--- src/rtl/sdram_arb_pkg.sv ---
// -----------------------------------------------------------------------------
// sdram_arb_pkg
// Shared types and widths for the two-master SDRAM host-port arbiter.
//   arb_state_t  : arbiter FSM states (IDLE, BUSY, DONE)
//   master_idx_t : index of a requesting master (0 = CPU, 1 = display/DMA)
//   host_req_t   : one captured host request (addr, wdata, wr_en, bytesel)
// -----------------------------------------------------------------------------
package sdram_arb_pkg;

    localparam int SDRAM_ADDR_W = 25;
    localparam int SDRAM_DATA_W = 16;

    typedef enum logic [1:0] {
        IDLE = 2'd0,
        BUSY = 2'd1,
        DONE = 2'd2
    } arb_state_t;

    typedef logic master_idx_t;

    // Host address is word addressed, so bit 0 does not exist.
    typedef struct packed {
        logic [SDRAM_ADDR_W:1]   addr;
        logic [SDRAM_DATA_W-1:0] wdata;
        logic                    wr_en;
        logic [1:0]              bytesel;
    } host_req_t;

endpackage

--- src/rtl/arb_pick.sv ---
// -----------------------------------------------------------------------------
// arb_pick
// Combinational winner select between two requesters.
// Build option: SDRAM_ARB_RR_EN
//   defined   : round-robin, a tie goes to the master that was not granted last
//   undefined : fixed priority, m0 beats m1; no last_grant port exists
// Ports:
//   last_grant (in, RR build only) : master granted most recently
//   req0, req1 (in)                : request lines of m0 / m1
//   any_req    (out)               : at least one master is requesting
//   winner     (out)               : selected master, meaningful when any_req
// -----------------------------------------------------------------------------
module arb_pick
    import sdram_arb_pkg::*;
(
`ifdef SDRAM_ARB_RR_EN
    input  master_idx_t last_grant,
`endif
    input  logic        req0,
    input  logic        req1,
    output logic        any_req,
    output master_idx_t winner
);

    assign any_req = req0 | req1;

`ifdef SDRAM_ARB_RR_EN
    // A lone requester always wins; only a tie looks at the history.
    assign winner = (req0 && req1) ? ~last_grant : req1;
`else
    assign winner = req1 && !req0;
`endif

endmodule

--- src/rtl/sdram_arbiter.sv ---
// -----------------------------------------------------------------------------
// sdram_arbiter
// Two-master arbiter in front of the SDRAM controller host port. Serialises
// m0 (CPU) and m1 (display/DMA) onto one access/cs/addr/wdata/wr_en/bytesel
// interface, one transaction in flight, all controller-side outputs registered.
// Build option: SDRAM_ARB_RR_EN selects round-robin instead of m0 priority.
// Ports:
//   clk, reset_n          : clock, synchronous active-low reset
//   mN_access/addr/wdata/wr_en/bytesel (in) : master N request, held until ack
//   mN_ack (out)          : one-cycle completion pulse to master N
//   mN_rdata (out)        : read data with mN_ack, otherwise 0
//   s_access/cs/addr/wdata/wr_en/bytesel (out) : controller host request
//   s_compl, s_rdata (in) : controller completion and read data
//   s_config_done (in)    : controller finished SDRAM init; no grants before
// -----------------------------------------------------------------------------
module sdram_arbiter
    import sdram_arb_pkg::*;
#(
    parameter int addr_width = SDRAM_ADDR_W
) (
    input  logic                    clk,
    input  logic                    reset_n,

    input  logic                    m0_access,
    input  logic [addr_width:1]     m0_addr,
    input  logic [SDRAM_DATA_W-1:0] m0_wdata,
    input  logic                    m0_wr_en,
    input  logic [1:0]              m0_bytesel,
    output logic                    m0_ack,
    output logic [SDRAM_DATA_W-1:0] m0_rdata,

    input  logic                    m1_access,
    input  logic [addr_width:1]     m1_addr,
    input  logic [SDRAM_DATA_W-1:0] m1_wdata,
    input  logic                    m1_wr_en,
    input  logic [1:0]              m1_bytesel,
    output logic                    m1_ack,
    output logic [SDRAM_DATA_W-1:0] m1_rdata,

    output logic                    s_access,
    output logic                    s_cs,
    output logic [addr_width:1]     s_addr,
    output logic [SDRAM_DATA_W-1:0] s_wdata,
    output logic                    s_wr_en,
    output logic [1:0]              s_bytesel,
    input  logic                    s_compl,
    input  logic [SDRAM_DATA_W-1:0] s_rdata,
    input  logic                    s_config_done
);

    arb_state_t              state_q, state_d;
    host_req_t               req_q, req_d;
    logic                    s_access_q, s_access_d;
    logic                    s_cs_q, s_cs_d;
    // Master owning the transaction in flight; doubles as last_grant for RR.
    master_idx_t             grant_q, grant_d;
    logic                    m0_ack_q, m0_ack_d;
    logic                    m1_ack_q, m1_ack_d;
    logic [SDRAM_DATA_W-1:0] m0_rdata_q, m0_rdata_d;
    logic [SDRAM_DATA_W-1:0] m1_rdata_q, m1_rdata_d;

    host_req_t   m0_req, m1_req;
    logic        any_req;
    master_idx_t winner;

    assign m0_req = '{addr: m0_addr, wdata: m0_wdata, wr_en: m0_wr_en, bytesel: m0_bytesel};
    assign m1_req = '{addr: m1_addr, wdata: m1_wdata, wr_en: m1_wr_en, bytesel: m1_bytesel};

    arb_pick u_pick (
`ifdef SDRAM_ARB_RR_EN
        .last_grant (grant_q),
`endif
        .req0       (m0_access),
        .req1       (m1_access),
        .any_req    (any_req),
        .winner     (winner)
    );

    always_comb begin
        // NOTE: every signal assigned here gets a default first, so no path
        // leaves it unassigned and no latch is inferred.
        state_d    = state_q;
        req_d      = req_q;
        s_access_d = s_access_q;
        s_cs_d     = s_cs_q;
        grant_d    = grant_q;
        m0_ack_d   = 1'b0;
        m1_ack_d   = 1'b0;
        m0_rdata_d = '0;
        m1_rdata_d = '0;

        case (state_q)
            IDLE: begin
                if (s_config_done && any_req) begin
                    req_d      = winner ? m1_req : m0_req;
                    s_access_d = 1'b1;
                    s_cs_d     = 1'b1;
                    grant_d    = winner;
                    state_d    = BUSY;
                end
            end
            BUSY: begin
                // Master requests are not looked at here; the captured copy
                // in req_q keeps the controller inputs stable.
                if (s_compl) begin
                    if (grant_q) begin
                        m1_ack_d   = 1'b1;
                        m1_rdata_d = req_q.wr_en ? '0 : s_rdata;
                    end else begin
                        m0_ack_d   = 1'b1;
                        m0_rdata_d = req_q.wr_en ? '0 : s_rdata;
                    end
                    s_access_d = 1'b0;
                    s_cs_d     = 1'b0;
                    state_d    = DONE;
                end
            end
            DONE: begin
                // Dead cycle: the acked master gets to drop or advance its
                // request before IDLE samples again.
                state_d = IDLE;
            end
            default: state_d = IDLE;
        endcase
    end

    always_ff @(posedge clk) begin
        // NOTE: state is updated with non-blocking assignments so every flop
        // samples the pre-edge values, independent of statement order.
        if (!reset_n) begin
            state_q    <= IDLE;
            req_q      <= '0;
            s_access_q <= 1'b0;
            s_cs_q     <= 1'b0;
            grant_q    <= 1'b1;
            m0_ack_q   <= 1'b0;
            m1_ack_q   <= 1'b0;
            m0_rdata_q <= '0;
            m1_rdata_q <= '0;
        end else begin
            state_q    <= state_d;
            req_q      <= req_d;
            s_access_q <= s_access_d;
            s_cs_q     <= s_cs_d;
            grant_q    <= grant_d;
            m0_ack_q   <= m0_ack_d;
            m1_ack_q   <= m1_ack_d;
            m0_rdata_q <= m0_rdata_d;
            m1_rdata_q <= m1_rdata_d;
        end
    end

    assign s_access  = s_access_q;
    assign s_cs      = s_cs_q;
    assign s_addr    = req_q.addr;
    assign s_wdata   = req_q.wdata;
    assign s_wr_en   = req_q.wr_en;
    assign s_bytesel = req_q.bytesel;
    assign m0_ack    = m0_ack_q;
    assign m1_ack    = m1_ack_q;
    assign m0_rdata  = m0_rdata_q;
    assign m1_rdata  = m1_rdata_q;

endmodule

--- config.mk ---
export PLATFORM = sky130hd
export DESIGN_NAME = sdram_arbiter
export DESIGN_NICKNAME = d
export VERILOG_FILES = /design/src/rtl/sdram_arb_pkg.sv /design/src/rtl/arb_pick.sv /design/src/rtl/sdram_arbiter.sv
export SDC_FILE = /design/constraint.sdc
export NUM_CORES = 1
export LEC_CHECK = 0
export BUFFER_PORTS_ARGS = -buffer_cell sky130_fd_sc_hd__buf_4
export CAP_MARGIN = 20
export CORE_MARGIN = 2
export CORE_UTILIZATION = 40
export DETAILED_ROUTE_END_ITERATION = 7
export PLACE_DENSITY_LB_ADDON = 0.12
export SLEW_MARGIN = 10
export SYNTH_ARGS = -nofsm -noshare
export SYNTH_HDL_FRONTEND = slang
export SYNTH_SLANG_ARGS = --single-unit
--- constraint.sdc ---
create_clock -name clk -period 3.03 [get_ports clk]
set_input_delay 0.606 -clock clk [delete_from_list [all_inputs] [get_ports clk]]
set_output_delay 0.606 -clock clk [all_outputs]
set_load 0.005 [all_outputs]
; Word level (Yosys, flattened, before mapping)
; Index checks and enable logic that the tools add are counted.
; W data, S select, Z words.
[totals]
regBits = 82
input_bits = 110
out_inout_bits = 80
elab_cells = 39
[classes]
eq_ne = 3
muxes = 10
n_bitwise = 4
reduce_logical = 11
[ops]
columns = operator, count
row1 = $mux W44, 1
row2 = $mux W16, 1
row3 = $reduce_and A3 Y1, 2
row4 = $mux W1, 4
row5 = $mux W2, 2
row6 = $ne A2 B2 Y1 const B, 2
row7 = $pmux W2 S2, 1
row8 = $reduce_and A2 Y1, 2
row9 = $reduce_and A4 Y1, 1
row10 = $reduce_or A4 Y1, 1
row11 = $not A1 Y1, 3
row12 = $eq A2 B1 Y1 const B, 1
row13 = $logic_and A1 B1 Y1, 2
row14 = $logic_not A2 Y1, 1
row15 = $pmux W1 S2, 1
row16 = $reduce_bool A2 Y1, 1
row17 = $logic_not A1 Y1, 1
row18 = $or A1 B1 Y1, 1

; Logic depth before layout (Yosys ltp)
; Gate-level depths: netlist of run 1.
[depth]
word_depth = 4
ltp_mapped = 5
mapped_depth_nobuf = 3

; Cells and area by module
; A second synthesis of run 1 with hierarchy kept.
[unflattened]
cells_unflattened = 302
area_unflattened_um2 = 3215.6
[by_module_without_submodules]
columns = module, instances, cells_each, area_each_um2, seq_area_each_um2
row1 = sdram_arbiter, 1, 300, 3203.1, 1641.6
row2 = arb_pick, 1, 2, 12.5, 0.0

; Worst setup path after synthesis of run 1
; Ideal clock, no wire load.
[synth_path]
path_type = input to register
startpoint = input s_config_done
endpoint = register req_q, in the netlist s_wdata[0]
setup_ns = 0.128
arrival_time_ns = 1.446
required_time_ns = 2.902
slack_ns = 1.456
stages = 5
path_buffers = 2
path_cell_list = or3b_1 > buf_6 > buf_12 > o211ai_2 > o21ai_1
[synth_via]
elab_chain_len = 2
[synth_rtl]
columns = element, line_no
row1 = from (decl), sdram_arbiter.sv:48  ; input logic s_config_done
row2 = $logic_and A1 B1 Y1, sdram_arbiter.sv:94  ; if (s_config_done && any_req) begin
row3 = $reduce_and A2 Y1 (no line), -
row4 = to (signal assigned), sdram_arbiter.sv:142  ; req_q <= req_d;
row5 = to (decl), sdram_arbiter.sv:52  ; host_req_t req_q, req_d;
; Every way passes these cells.
; A chain may end at the register's enable or synchronous reset.

; Worst setup path in the final report of run 1
[layout_path]
startpoint = register req_q, in the netlist s_wr_en
endpoint = output s_wr_en
[layout_lines]
columns = element, line_no
row1 = to (decl), sdram_arbiter.sv:44  ; output logic s_wr_en,
; No word-level cell between the ends.

==> run metrics, run 1 <==
routed via count 2,924; cell count after synthesis just over 300; pin count of the biggest net entering global routing 45; Clock Skew between 0.009 and 0.01 ns; synth warn 0; reg2reg setup slack 1.37 ns; htree depth 3; main combinational cell family by area after synthesis compound AO/OA/AOI/OAI gates; Die W 96.2 um; CTS Buf Count 9; switch share 0.272; Pre-antenna DRT Iters 4; Fin Setup TNS 0 ns; Worst Path Class, Setup reg -> out; worst skew pair latency 0.34 ns; Hold-fix buffers, CTS 0; DIE AREA 0.00925 mm2; Max Cap Viol 0; syn nets between 400 and 500; Top delay family on crit path flip-flops; CP max FO 18; GRT Overall Usage 0.180; vias in the first global route roughly 2,800; relative slew slack 0.531; period utilisation layout 0.590; num rows 33; Synth cell types 26; most common library cell in the layout ignoring fill and taps buf_4; XOR/XNOR Fraction of Synth Area 0; mux share of post-synthesis cell area 0.133; Post-Synth Adder-Cell Area 0; routed vias/inst between 4 and 5; register area share after synthesis 0.483; endpoints failing setup 0; post_cts resized 0; Placer Congestion about 0.73; Clock Tree Buf Depth 2; syn_area_per_cell 11.0 um2; ANT nets after route 0; Syn-to-layout area delta 46.4%; Hold WC Path Type reg -> reg; I/O pin cnt 190; Clk pwr share 0.320; buffers plus inverters on the worst setup path 1; Cell Int Power about 1700 uW; CORE AREA 0.00822 mm2; DRT iter0 DRCs 64; Reg clk slew, reported paths around 0.09 ns; final WL 8.49 mm; Detailed Place HPWL 6.15 mm; ANT cells 0; total congestion overflow 0; clk sinks 82; CP startpoint kind register; highest-delay cell along the critical path dfxtp_1; global-route wire length before repair between 10 and 15 mm; Compound-Gate Fraction of Synth Area 0.230; Worst EP arrival roughly 1.2 ns; DIE HEIGHT roughly 96 um; Leak between 0.002 and 0.0025 uW; PnR Total Power about 2300 uW; min cycle time layout approximately 1.8 ns; Fmax achieved between 500 and 600 MHz; Initial Utilization 0.414; Fin. Hold Viols 0; # port buffers between 150 and 200; combinational share of power 0.169; status finished clean; Post-Syn Area about 0.0034 mm2; Worst Path Required around 2.4 ns; share of power burned in registers 0.511; power density over cell area between 400 and 500 mW/mm2; worst-path cell chain buf_4; CP Capture Type primary output; net switching power ~600 uW; Slew Limit Fails 0; CTS tree yes; drt drc 0; Synth Register Bits between 80 and 90; Clock Tree Root clkbuf_8; commonest non-fill, non-tap cells in the layout 195 x buf_4, 82 x dfxtp_1, 45 x o21ai_1; initial antenna violation count 0; share of cells above drive strength 1 0.525; Setup Buffers After CTS 0; peak supply drop approximately 0.0002 V; Synth Area in Simple Gates 0.0891; post-DR wirelength/cell roughly 14 um; Nets between 500 and 600; RSZ-0062 raised after global routing false; CP peak stage delay ~0.65 ns; Worst Tran Pin Value roughly 0.7 ns
## sequential cells by signal, indices dropped and copies added, names as in the netlist
name       flops
grant_q        1
state_q        2
m0_rdata      16
s_bytesel      2
s_addr        25
m0_ack         1
m1_rdata      16
m1_ack         1
s_wr_en        1
s_wdata       16
s_cs           1
## worst min-delay path: stages (launching register included)
cell	delay (ns)
dfxtp_1	0.33
o211ai_2	0.06
o21ai_1	0.05
## power by group through the flow
stage / registers [uW] / clock network (uW) / logic (uW)
final: 1160 / 726 / 384
after global routing: 1170 / 795 / 419
after CTS: 1160 / 755 / 391
after detailed placement: 1190 / 0 / 390
after global placement: 1190 / 0 / 383
after floorplan: 1190 / 0 / 192
## final cells by class
| cell class | instances | area, um2 |
|---|---|---|
| clock buffers | 9 | 124 |
| clock inverters | 7 | 60.1 |
| fillers | 734 | 3240 |
| inverters | 2 | 7.51 |
| multi-input cells | 198 | 1550 |
| flip-flops and latches | 82 | 1640 |
| well taps | 105 | 131 |
| repair buffers | 195 | 1460 |
## cells by family (layout without fill, tap and decap cells)
| family | count (synthesis) | in the layout |
|---|---|---|
| simple gates | 59 | 59 |
| flops | 82 | 82 |
| compound gates | 94 | 94 |
| buf+inv | 30 | 213 |
| mux | 45 | 45 |
## cells in the mapped netlist
cell,instances,share of area
and4b_1,1,0.0029
or3b_1,1,0.0026
buf_6,1,0.0033
a21oi_1,1,0.0015
nand2_1,2,0.0022
nand3b_2,1,0.0033
buf_2,10,0.015
dfxtp_1,82,0.48
a21boi_0,1,0.0022
mux2i_1,44,0.13
buf_12,4,0.024
and2_1,1,0.0018
nor3b_2,1,0.0037
o211ai_2,40,0.15
o21ai_1,45,0.066
clkbuf_1,7,0.0077
nor3b_1,1,0.0022
o211ai_1,4,0.0088
inv_2,2,0.0022
nor2_1,32,0.035
nor2b_1,1,0.0018
o21ai_0,3,0.0044
mux2_2,1,0.0033
nand2b_1,17,0.031
nor2_2,1,0.0018
buf_4,6,0.013
## metrics by stage
step,area [um2],hold slack [ns],utilization,std cells,worst slack (ns)
5_1_grt,4980,0.497,0.606,598,1.13
2_1_floorplan,3400,0.461,-,310,1.46
3_3_place_gp,4790,0.464,0.584,582,1.08
3_5_place_dp,4790,0.472,0.584,582,1.06
6_report,4980,0.481,0.606,598,1.24
4_1_cts,4980,0.481,0.606,598,1.19
## worst paths after layout
| path | startpoint | to | depth (start not counted) |
|---|---|---|---|
| max | s_wr_en$_SDFFE_PN0P_ | s_wr_en | 1 |
| min | s_addr[18]$_SDFFE_PN0P_ | s_addr[18]$_SDFFE_PN0P_ | 2 |
| min reg2reg | s_addr[18]$_SDFFE_PN0P_ | s_addr[18]$_SDFFE_PN0P_ | 2 |
| max reg2reg | state_q[1]$_SDFFE_PN0P_ | s_wdata[11]$_SDFFE_PN0P_ | 4 |
## per-layer routing
metal | track usage | part of all wire | vias to the layer above
li1 | - | - | 1459
met5 | 0 | 0 | -
met4 | 0.0714 | 0.015 | 0
met2 | 0.305 | 0.48 | 116
met1 | 0.211 | 0.41 | 1337
met3 | 0.0548 | 0.093 | 12
Power figures use the tool's default switching activity.
==> run 2, diff against run 1 <==
clock period = 1.72 ns   (was 3.03 ns; I/O delays follow)
==> run 2 against run 1 <==
  * Final cell count increased by 1.2%
  * Core utilization is 1.8 points higher
  * Final area rose by 3.0%
  * Wire length grew 2.2%
  * Worst hold slack worse by 0.25 ns
  * Flip-flop and latch count unchanged
  * Setup slack worse by 1.0 ns
  * Count of clock-buffer cells in the layout unchanged
  * First-iteration DRC count up 50%
  * Register-to-register slack got worse by 1.2 ns
  * Via count increased by 0.51%
  * Critical path depth increased by 3
  * Critical path type is now reg -> reg
  * Critical endpoint is now s_bytesel[1]$_SDFFE_PN0P_
==> run metrics, run 2 (synthesized netlist as in run 1, its figures left out) <==
status finished clean; Slew Limit Fails 0; Fmax achieved ~660 MHz; Pre-antenna DRT Iters 4; most common library cell in the layout ignoring fill and taps buf_4; max reg flops 25; clk sinks between 80 and 90; Worst EP arrival around 1.8 ns; total congestion overflow 0; endpoints failing setup 0; Met1 Wirelength around 3.5 mm; Clock Tree Root clkbuf_8; post-DR wirelength/cell between 10 and 15 um; Setup Buffers After CTS 0; CP startpoint kind register; # port buffers roughly 190; Die W ~96 um; reg2reg setup slack around 0.21 ns; Inst Count DP a little under 600; Placer Congestion around 0.73; share of cells above drive strength 1 0.532; Nets approximately 610; Syn-to-layout area delta 50.9%; min cycle time layout around 1.5 ns; Clock Skew 0.0113 ns; Fin Setup TNS 0 ns; Hold-fix buffers, CTS 0; DIE HEIGHT between 90 and 100 um; Final Non-Filler Cells between 600 and 700; CTS Buf Count 9; initial antenna violation count 0; DRT iter0 DRCs 96; global-route wire length before repair 13.4 mm; Clock Tree Buf Depth 2; Detailed Place HPWL roughly 6.4 mm; ANT cells 0; CTS tree yes; drt drc 0; routed via count between 2,000 and 3,000; WL met2 between 4 and 5 mm; commonest non-fill, non-tap cells in the layout 198 x buf_4, 82 x dfxtp_1, 45 x o21ai_1; worst skew pair latency between 0.3 and 0.4 ns; met3 wire len approximately 800 um; Initial Utilization 0.414; DR top layer met4; RSZ-0062 raised after global routing false; GRT Overall Usage 0.187; vias in the first global route 2,893; CP Capture Type register; post_cts resized 0; Worst Path Class, Setup reg -> reg; DIE AREA between 0.009 and 0.01 mm2; final WL ~8.7 mm; num rows 33; htree depth 3; I/O pin cnt 190; period utilisation layout 0.878; Fin. Hold Viols 0; CP max FO 17; relative slew slack 0.723; peak supply drop approximately 0.00037 V; CORE AREA just over 0.008 mm2; Reg clk slew, reported paths about 0.090 ns; Worst Path Required ~2 ns; Hold WC Path Type in -> reg; PnR Total Power approximately 4400 uW; pin count of the biggest net entering global routing 30; Max Cap Viol 0; Leak 0.00235 uW; routed vias/inst between 4 and 5; power density over cell area 850 mW/mm2; ANT nets after route 0; Worst Tran Pin Value 0.415 ns
run 2: cell types whose count changed in the layout (fill, tap and decap cells not counted):
cell        change
buf_12          +4
clkinvlp_4      -1
bufinv_16       +2
buf_4           +3
inv_8           +2
clkinv_4        -1
inv_6           -2
run 2: through the flow:
| step | instance area (um2) | utilization | setup WS (ns) | hold WS, ns |
|---|---|---|---|---|
| floorplan | 3400 | - | 0.396 | 0.461 |
| global placement | 4900 | 0.596 | 0.182 | 0.465 |
| detailed placement | 4900 | 0.596 | 0.152 | 0.470 |
| CTS | 5130 | 0.624 | 0.204 | 0.219 |
| global route | 5130 | 0.624 | 0.122 | 0.239 |
| finish | 5130 | 0.624 | 0.209 | 0.230 |
run 2: final cells by class:
cell class              instances  area, um2
multi-input cells             198       1550
flip-flops and latches         82       1640
repair buffers                202       1570
well taps                     105        131
clock buffers                   9        124
clock inverters                 7        109
fillers                       719       3090
inverters                       2       7.51
run 2: worst paths after layout:
path	startpoint	end	depth (start not counted)
setup / recovery	state_q[1]$_SDFFE_PN0P_	s_bytesel[1]$_SDFFE_PN0P_	4
hold / removal	s_rdata[7]	m0_rdata[7]$_SDFF_PP0_	3
setup reg to reg	state_q[1]$_SDFFE_PN0P_	s_bytesel[1]$_SDFFE_PN0P_	4
hold reg to reg	s_addr[15]$_SDFFE_PN0P_	s_addr[15]$_SDFFE_PN0P_	2
run 2: per-layer routing:
metal  global-route usage  vias to the layer above
li1                     -                     1477
met1                0.223                     1328
met2                0.311                      119
met3               0.0556                       15
met4               0.0810                        0
met5                    0                        -
run 2: critical path, cell delays in order, from the launching register on:
cell and delay [ns]:
dfxtp_1 0.36, or3b_2 0.53, buf_4 0.25, o211ai_2 0.18, o21ai_1 0.07
run 2: power by group:
part / leakage, uW / switching, uW / internal, uW
Clock: 0.000118 / 758 / 848
Combinational: 0.00156 / 302 / 407
Sequential: 0.000668 / 59.7 / 1980
==> run 3, diff against run 2 <==
clock period = 1.5 ns   (was 1.72 ns; I/O delays follow)
==> run 3 against run 2 <==
  * Non-clock buffer count increased by 2
  * Core utilization increased by 0.061 points
  * Global-route usage decreased by 0.22 points
  * Final cell count increased by 0.33%
  * Highest routed layer unchanged
  * Largest power group unchanged
==> run metrics, run 3 (synthesized netlist as in run 1, its figures left out) <==
htree depth 3; # fillers ~720; Worst Tran Pin Value 0.440 ns; Die W 96.2 um; # port buffers about 190; DIE HEIGHT between 90 and 100 um; num rows 33; post_cts resized 0; ANT nets after route 0; final WL around 8.5 mm; Placer Congestion ~0.74; highest-delay cell along the critical path or3b_2; Clock Tree Buf Depth 2; Hold WC Path Type in -> reg; pin count of the biggest net entering global routing 30; Clock Skew 0.00799 ns; period utilisation layout 0.954; Nets about 610; Fin. Hold Viols 0; Reg area around 0.0016 mm2; endpoints failing setup 0; ANT cells 0; Worst Path Class, Setup reg -> reg; Setup Buffers After CTS 0; post-DR wirelength/cell 14.1 um; CTS Buf Count 9; Hold-fix buffers, CTS 0; Clock Tree Root clkbuf_8; CP Capture Type register; Pre-antenna DRT Iters 4; Initial Utilization 0.414; Place WS -0.0111 ns; Slew Limit Fails 0; max reg flops 25; min cycle time layout roughly 1.4 ns; Reg clk slew, reported paths roughly 0.09 ns; Final WS setup slightly below 0.07 ns; relative slew slack 0.706; CORE AREA ~0.008 mm2; final core utilization 0.625; worst skew pair latency about 0.34 ns; Worst EP arrival between 1.5 and 2 ns; Fmax achieved 699 MHz; peak supply drop around 0.00056 V; drt drc 0; share of cells above drive strength 1 0.534; multi-input logic area between 0.0015 and 0.002 mm2; vias in the first global route 2,862; Leak roughly 0.0023 uW; global-route wire length before repair between 10 and 15 mm; routed via count roughly 3,000; most common library cell in the layout ignoring fill and taps buf_4; I/O pin cnt 190; RSZ-0062 raised after global routing false; Detailed Place HPWL approximately 6.3 mm; DIE AREA slightly above 0.009 mm2; power density over cell area 937 mW/mm2; initial antenna violation count 0; CP max FO 27; DRT iter0 DRCs 96; status finished clean; clk sinks 82; routed vias/inst 4.85; worst-path cell chain or3b_2, buf_12, o211ai_1, o21ai_1; Worst Path Required around 1.7 ns; CP peak stage delay about 0.52 ns; CTS tree yes; total congestion overflow 0; CP startpoint kind register; GRT Overall Usage 0.185; Syn-to-layout area delta 51.0%; Max Cap Viol 0; commonest non-fill, non-tap cells in the layout 198 x buf_4, 82 x dfxtp_1, 45 x o21ai_1
==> run 3: cell types whose count changed in the layout (fill, tap and decap cells not counted), sizes merged <==
cell,before,now
bufinv,2,1
buf,202,204
inv,5,6
clkinvlp,0,2
clkinv,2,0
==> run 3: routing by layer <==
| layer | global-route usage | vias to the layer above | share of wire |
|---|---|---|---|
| li1 | - | 1474 | - |
| met1 | 0.226 | 1335 | 0.41 |
| met2 | 0.309 | 118 | 0.48 |
| met3 | 0.0525 | 15 | 0.087 |
| met4 | 0.0690 | 0 | 0.018 |
| met5 | 0 | - | 0 |
==> run 3: report_power, final <==
part	internal (uW)	leakage, uW	switching, uW	total [uW]
combinational	475	0.00158	349	824
sequential	2280	0.000668	68.5	2340
clock	798	0.0000988	847	1650
==> run 3: area by class of cell <==
type,instances,share of cell area
Clock buffer,9,0.0241
Timing Repair Buffer,204,0.311
Tap cell,105,0.0256
Clock inverter,7,0.0161
Inverter,2,0.00146
Sequential cell,82,0.320
Multi-Input combinational cell,198,0.302
==> run 3: final timing paths <==
check / start / end / slack, ns / depth (start not counted)
setup / recovery: state_q[1]$_SDFFE_PN0P_ / s_wdata[15]$_SDFFE_PN0P_ / 0.07 / 4
hold / removal: s_rdata[7] / m0_rdata[7]$_SDFF_PP0_ / 0.20 / 3
setup reg to reg: state_q[1]$_SDFFE_PN0P_ / s_wdata[15]$_SDFFE_PN0P_ / 0.07 / 4
hold reg to reg: s_addr[18]$_SDFFE_PN0P_ / s_addr[18]$_SDFFE_PN0P_ / 0.48 / 2
==> run 3: worst max-delay path, delay by kind of cell (launching register included) <==
kind	cells	cell delay, ns
simple gates	1	0.52
flops	1	0.32
compound gates	2	0.27
buf+inv	1	0.20
==> run 3: stage by stage <==
stage / instances / TNS (ns) / instance area (um2) / hold slack [ns] / power, uW
3_3_place_gp: 591 / 0 / 4920 / 0.465 / 3210
2_1_floorplan: 310 / 0 / 3400 / 0.451 / 2780
5_1_grt: 607 / 0 / 5130 / 0.180 / 5030
6_report: 607 / 0 / 5130 / 0.196 / 4810
4_1_cts: 607 / 0 / 5130 / 0.179 / 4870
3_5_place_dp: 591 / -0.0906 / 4920 / 0.469 / 3230
